--- config.mk ---
export PLATFORM = sky130hd
export DESIGN_NAME = muldiv_sequencer
export DESIGN_NICKNAME = d
export VERILOG_FILES = /design/src/rtl/muldiv_sequencer.sv
export SDC_FILE = /design/constraint.sdc
export NUM_CORES = 1
export LEC_CHECK = 0
export BUFFER_PORTS_ARGS = -buffer_cell sky130_fd_sc_hd__buf_2
export CAP_MARGIN = 10
export CORE_UTILIZATION = 54
export DETAILED_ROUTE_END_ITERATION = 8
export GPL_ROUTABILITY_DRIVEN = 0
export GPL_TIMING_DRIVEN = 1
export PLACE_DENSITY = 0.76
export SETUP_SLACK_MARGIN = 0.15
export SYNTH_ARGS = -nofsm -noshare
export SYNTH_HDL_FRONTEND = slang
export SYNTH_SLANG_ARGS = --single-unit
--- constraint.sdc ---
create_clock -name CLK -period 3.9 [get_ports CLK]
set_input_delay 0.78 -clock CLK [delete_from_list [all_inputs] [get_ports CLK]]
set_output_delay 0.78 -clock CLK [all_outputs]
set_load 0.02 [all_outputs]
--- src/rtl/muldiv_sequencer.sv ---
// Iterative unsigned MULTU/DIVU unit with HI/LO registers and MTHI/MTLO writes.
// One shift-add or restoring shift-subtract step per RUN cycle; the result lands in HI/LO on the last step.
module muldiv_sequencer #(
  parameter int WIDTH = 32,
  parameter int ITER  = 32
) (
  input  logic             CLK,
  input  logic             RST_N,
  input  logic             IN_MD_START,
  input  logic [1:0]       IN_MD_OP,
  input  logic [WIDTH-1:0] IN_MD_A,
  input  logic [WIDTH-1:0] IN_MD_B,
  input  logic             IN_MD_FLUSH,
  input  logic             IN_MD_RDREQ,
  output logic [WIDTH-1:0] OUT_HI,
  output logic [WIDTH-1:0] OUT_LO,
  output logic             OUT_BUSY,
  output logic             OUT_DONE,
  output logic             OUT_STALL,
  output logic             OUT_MD_ZF
);

  localparam int CNT_W = $clog2(ITER);
  localparam logic [CNT_W-1:0] LAST_CNT = CNT_W'(ITER - 1);
  localparam logic [1:0] OP_MTHI = 2'b10;
  localparam logic [1:0] OP_MTLO = 2'b11;

  typedef enum logic [1:0] {IDLE, RUN, DONE} state_t;

  state_t           state_q, state_d;
  logic [CNT_W-1:0] cnt_q;
  logic             is_div_q;
  logic [WIDTH-1:0] a_q, b_q;
  logic [WIDTH-1:0] acc_hi_q, acc_lo_q;
  logic [WIDTH-1:0] hi_q, lo_q;
  logic             zf_q;

  logic             accept, start_iter, last_step;
  logic [WIDTH:0]   sum, shl;
  logic [WIDTH-1:0] diff;
  logic             ge;
  logic [WIDTH-1:0] hi_nx, lo_nx;

  // One iteration: acc_hi is the running high half (product) or partial remainder (divide);
  // acc_lo shifts out multiplier bits or shifts in quotient bits.
  always_comb begin
    sum   = {1'b0, acc_hi_q} + (acc_lo_q[0] ? {1'b0, a_q} : '0);
    shl   = {acc_hi_q, acc_lo_q[WIDTH-1]};
    ge    = (shl >= {1'b0, b_q});
    diff  = shl[WIDTH-1:0] - b_q;
    hi_nx = sum[WIDTH:1];
    lo_nx = {sum[0], acc_lo_q[WIDTH-1:1]};
    if (is_div_q) begin
      hi_nx = ge ? diff : shl[WIDTH-1:0];
      lo_nx = {acc_lo_q[WIDTH-2:0], ge};
    end
  end

  always_comb begin
    accept     = (state_q != RUN) && IN_MD_START && !IN_MD_FLUSH;
    start_iter = accept && !IN_MD_OP[1];
    last_step  = (cnt_q == LAST_CNT);
    state_d    = state_q;
    case (state_q)
      IDLE, DONE: state_d = start_iter ? RUN : IDLE;
      RUN: begin
        if (IN_MD_FLUSH)    state_d = IDLE;
        else if (last_step) state_d = DONE;
        else                state_d = RUN;
      end
      default: state_d = IDLE;
    endcase
  end

  always_ff @(posedge CLK) begin
    if (!RST_N) begin
      state_q <= IDLE;
      cnt_q   <= '0;
      hi_q    <= '0;
      lo_q    <= '0;
      zf_q    <= 1'b1;
    end else begin
      state_q <= state_d;
      if (start_iter)          cnt_q <= '0;
      else if (state_q == RUN) cnt_q <= cnt_q + 1'b1;
      if (accept && IN_MD_OP == OP_MTHI) hi_q <= IN_MD_A;
      if (accept && IN_MD_OP == OP_MTLO) lo_q <= IN_MD_A;
      // A flush on the completing edge discards the result.
      if (state_q == RUN && last_step && !IN_MD_FLUSH) begin
        hi_q <= hi_nx;
        lo_q <= lo_nx;
        zf_q <= ({hi_nx, lo_nx} == '0);
      end
    end
  end

  always_ff @(posedge CLK) begin
    if (start_iter) begin
      is_div_q <= IN_MD_OP[0];
      a_q      <= IN_MD_A;
      b_q      <= IN_MD_B;
      acc_hi_q <= '0;
      acc_lo_q <= IN_MD_OP[0] ? IN_MD_A : IN_MD_B;
    end else if (state_q == RUN) begin
      acc_hi_q <= hi_nx;
      acc_lo_q <= lo_nx;
    end
  end

  assign OUT_HI    = hi_q;
  assign OUT_LO    = lo_q;
  assign OUT_MD_ZF = zf_q;
  assign OUT_BUSY  = (state_q == RUN);
  assign OUT_DONE  = (state_q == DONE);
  assign OUT_STALL = IN_MD_RDREQ & OUT_BUSY;

endmodule
==> impl.org <==
** Outcome
- The flow ran to the end, and the final reports show no timing, DRC or antenna violations.

** Yosys
- Synthesis produced 1,439 cells.
- In this run, synthesis produced a sequential element count of 201.
- Dominant register cell in the synthesized netlist :: sky130_fd_sc_hd__dfxtp_1
- Number of flops mapped to enable cells by yosys :: 97
- Cell area after technology mapping :: about 13,000 um^2
- Distinct cells, synth :: 88
- A synthesized cell averages 9.06 um^2.
- YS warnings :: 0
- Share of flip-flops with an asynchronous set or reset after synthesis :: 0%
- Sequential element share of the synthesized area :: 38.3%
- Total nets after synthesis :: 1,578

** CTS
- Longest Clk Path Bufs :: 3
- Number of H-tree levels :: 1
- After clock tree synthesis, the flow added hold-fix buffers numbering 0.
- Buffers inserted during clock tree synthesis total 22.
- Clock tree from TritonCTS :: done
- Cell chosen for the clock root :: sky130_fd_sc_hd__clkbuf_16
- Clk sink count :: 201
- Clock-pin slew was measured on the worst setup and hold paths at ~60 ps.
- Later-pin clock latency in the skew report :: around 500 ps

** Setup path
- STA classifies the critical path startpoint as a flip-flop.
- The endpoint identified for the worst register-to-register timing path is OUT_MD_ZF.
- Type of the worst setup path :: reg -> reg
- The worst setup path is captured at a flip-flop.
- Cell depth of the worst flop-to-flop path :: 15
- Data arrival time of the critical path :: 4090 ps
- Slack of the worst reg-to-reg path :: 230 ps
- CP required :: 4320 ps
- Maximum fanout along the worst path :: 8
- The worst register-to-register path begins at b_q[8].

** Routing
- For this block, the initial DRC count from the detailed router was about 1,400.
- Summing over every cut layer, the via total after detailed routing is around 13,000.
- Dividing the detail-routed via count by the number of cells gives 6.48.
- The first detailed-routing pass ran for 8 iterations.
- Wires add up to 43,600 um.
- After detailed routing, the number of remaining DRC violations is 0.
- The detail route stage leaves a number of antenna-violating nets equal to 0.
- In the final routed layout, each cell accounts on average for between 20 and 25 um.

** Timing
- Slew Limit Headroom :: 21.0%
- Based on the critical path, the design can be clocked at up to 272 MHz.
- Unrepaired setup endpoints after global routing :: false
- Hold violation total from the final report :: 0
- Final period utilization :: between 90% and 100%
- Total setup violations reported at the end of the flow :: 0
- Transition time at the pin with the least slew margin :: 1180 ps
- Clock Skews :: 18.2 ps
- The routed design could run at a clock period as short as ~3700 ps.
- Summed over all failing endpoints, the final setup total negative slack is 0 ps.
- The number of slew-limit violations in the final report is 0.

** Die
- From left edge to right edge, the die measures 157 um.
- Effective utilization at floorplan :: 55.4%
- Pin placement for this block handled 139 I/O pins.
- Core area :: roughly 24,000 um^2
- Area enclosed by the die boundary :: 24,800 um^2
- The die is 157 um tall.
- Number of standard-cell rows in the floorplan :: 56

** GRT
- Antenna violations before repair :: 2
- Pin count of the biggest net entering global routing :: approximately 70
- Global-route wire length before repair :: 64,700 um
- Global routing used approximately a third of the available tracks across all layers.
- Global routing consumed, on the met2 layer, 52.0% of the routing resources.
- Most Used Layer, Global Route :: met2
- The number of global-route vias before repair is 11,400.
- In the global route stage, met1 resource usage came out at a little under half.
- For this run, global-route usage on met3 was measured as 7.90%.
- The total overflow left after global routing is 0.

** Place
- In this run the tool buffered the top-level ports with 138 buffer cells.
- Cell area after placement :: 14,300 um^2
- The HPWL after detailed placement is 31,500 um.

** Power and ir drop
- Static Leakage :: 6.85 nW
- Maximum resistive drop on vdd :: 0.000311 V
- Pwr dens :: 467 nW/um^2

** Final layout
- Relative to the synthesized area, the layout overhead comes to 19.3%.
- Number of nets in the layout :: roughly 1,700
- Once layout is done, the placed cells without fillers occupy 15,500 um^2.
- Proportion of layout cells with a drive suffix above 1 :: 21.6%

** Hold path
- Tightest Hold Check Type :: in -> reg
- The worst hold path begins at IN_MD_B[25].
- Number of cells traversed by the worst hold path :: 1
- The worst hold path terminates at b_q[25].

** Job
- Across the run, the number of max-cap violations was 0.
## cell usage in the layout (no fill, tap or decap), drive strengths merged, types with 6 or more instances in the layout
master,instances
a2111oi,8
a211oi,66
a21o,14
a21oi,102
a22o,15
a311oi,11
a31oi,9
and2,46
and3,48
buf,218
clkbuf,27
clkinv,7
dfxtp,104
edfxtp,97
ha,66
inv,42
mux2i,93
nand2,178
nand2b,8
nand3,22
nand4,28
nor2,79
nor2b,48
nor3,13
nor4,6
o211a,8
o211ai,12
o21a,11
o21ai,70
o221ai,6
o31ai,9
or3,7
xnor2,30
xor2,23
## logic make-up (layout without fill, tap and decap cells)
group / count (synthesis) / after routing / share of synthesized area, %
flops: 201 / 201 / 38.3
other cells: 0 / 1 / 0
buf+inv: 130 / 300 / 4.15
fa+ha+maj: 68 / 68 / 6.64
mux: 96 / 96 / 7.40
simple gates: 502 / 502 / 19.4
xor+xnor: 53 / 53 / 3.56
compound gates: 389 / 390 / 20.5
## power breakdown
part / internal, W / switching (W) / total, W
Clock: 0.00134 / 0.000909 / 0.00225
Combinational: 0.00102 / 0.00149 / 0.00251
Sequential: 0.00235 / 0.000147 / 0.00250
## per-stage QoR
| stage | hold WS [ps] | std cells | total power (W) | worst slack, ps | utilization, % |
|---|---|---|---|---|---|
| global placement | 447 | 1877 | 0.00470 | 119 | 60.8 |
| finish | 468 | 1930 | 0.00726 | 227 | 66.0 |
| CTS | 461 | 1917 | 0.00696 | 69.6 | 64.1 |
| floorplan | 441 | 1439 | 0.00398 | 229 | - |
| detailed placement | 462 | 1877 | 0.00474 | 60.9 | 60.8 |
| global route | 461 | 1929 | 0.00751 | 85.1 | 66.0 |
## Yosys cell counts (11+ instances only)
master | instances | area, um^2
sky130_fd_sc_hd__mux2i_1 | 93 | 931
sky130_fd_sc_hd__dfxtp_1 | 104 | 2080
sky130_fd_sc_hd__o21a_1 | 11 | 82.6
sky130_fd_sc_hd__nand4_1 | 27 | 169
sky130_fd_sc_hd__a21o_1 | 14 | 105
sky130_fd_sc_hd__o21ai_0 | 66 | 330
sky130_fd_sc_hd__buf_1 | 12 | 45.0
sky130_fd_sc_hd__clkbuf_1 | 56 | 210
sky130_fd_sc_hd__nand2_1 | 177 | 664
sky130_fd_sc_hd__a211oi_1 | 66 | 495
sky130_fd_sc_hd__edfxtp_1 | 97 | 2910
sky130_fd_sc_hd__nor2b_1 | 48 | 300
sky130_fd_sc_hd__and2_1 | 45 | 282
sky130_fd_sc_hd__buf_2 | 15 | 75.1
sky130_fd_sc_hd__nor2_1 | 77 | 289
sky130_fd_sc_hd__nand3_1 | 22 | 110
sky130_fd_sc_hd__xnor2_1 | 30 | 263
sky130_fd_sc_hd__a22o_1 | 15 | 131
sky130_fd_sc_hd__ha_1 | 66 | 826
sky130_fd_sc_hd__nor3_1 | 13 | 65.1
sky130_fd_sc_hd__inv_1 | 41 | 154
sky130_fd_sc_hd__xor2_1 | 23 | 201
sky130_fd_sc_hd__and3_1 | 47 | 294
sky130_fd_sc_hd__a311oi_1 | 11 | 96.3
sky130_fd_sc_hd__o211ai_1 | 12 | 90.1
sky130_fd_sc_hd__a21oi_1 | 99 | 495
## worst max-delay path, cell delays in order (launching register included)
cell,delay [ps]
sky130_fd_sc_hd__edfxtp_1,350
sky130_fd_sc_hd__inv_1,100
sky130_fd_sc_hd__ha_1,410
sky130_fd_sc_hd__nand4_1,200
sky130_fd_sc_hd__nor2_1,170
sky130_fd_sc_hd__nor4b_1,260
sky130_fd_sc_hd__buf_4,200
sky130_fd_sc_hd__a31oi_4,90
sky130_fd_sc_hd__buf_4,170
sky130_fd_sc_hd__o221ai_4,120
sky130_fd_sc_hd__nor2_4,130
sky130_fd_sc_hd__a311oi_2,330
sky130_fd_sc_hd__o2111ai_1,290
sky130_fd_sc_hd__nor4b_4,410
sky130_fd_sc_hd__nand4_1,140
sky130_fd_sc_hd__o31ai_2,200
## worst max-delay path by stage
stage | start | end | slack [ps] | cells past startpoint
CTS | b_q[20] | OUT_HI[27] | 70 | 13
detailed placement | acc_lo_q[0] | OUT_MD_ZF | 60 | 14
floorplan | IN_MD_START | acc_lo_q[0] | 230 | 7
finish | b_q[8] | OUT_MD_ZF | 230 | 15
global route | b_q[22] | OUT_MD_ZF | 90 | 12
global placement | b_q[23] | OUT_HI[27] | 120 | 13
## registers in the layout, indices dropped and copies added, names as in the netlist
name / cells
state_q: 2
cnt_q: 5
OUT_HI: 32
acc_hi_q: 32
is_div_q: 1
OUT_MD_ZF: 1
OUT_LO: 32
a_q: 32
acc_lo_q: 32
b_q: 32
## layout make-up
type	instances	area [um^2]
Sequential cell	201	5000
Timing Repair Buffer	218	1320
Clock buffer	27	621
Clock inverter	13	158
Inverter	42	161
Antenna cell	1	2.50
Multi-Input combinational cell	1109	7890
Fill cell	1894	8000
Tap cell	319	399
## metal layers
metal / up-vias / part of all wire [%]
li1: 5655 / -
met1: 5952 / 41
met2: 773 / 44
met3: 127 / 12
met4: 2 / 3.5
met5: - / 0.064
## timing repair
action / CTS / global route
buffers inserted: 0 / 11
pin swaps: 0 / 19
endpoints found under the hold margin: 0 / 0
setup endpoints to repair: 5 / 18
cloned: 0 / 1
resized for setup: 3 / 73
Power figures use the tool's default switching activity.
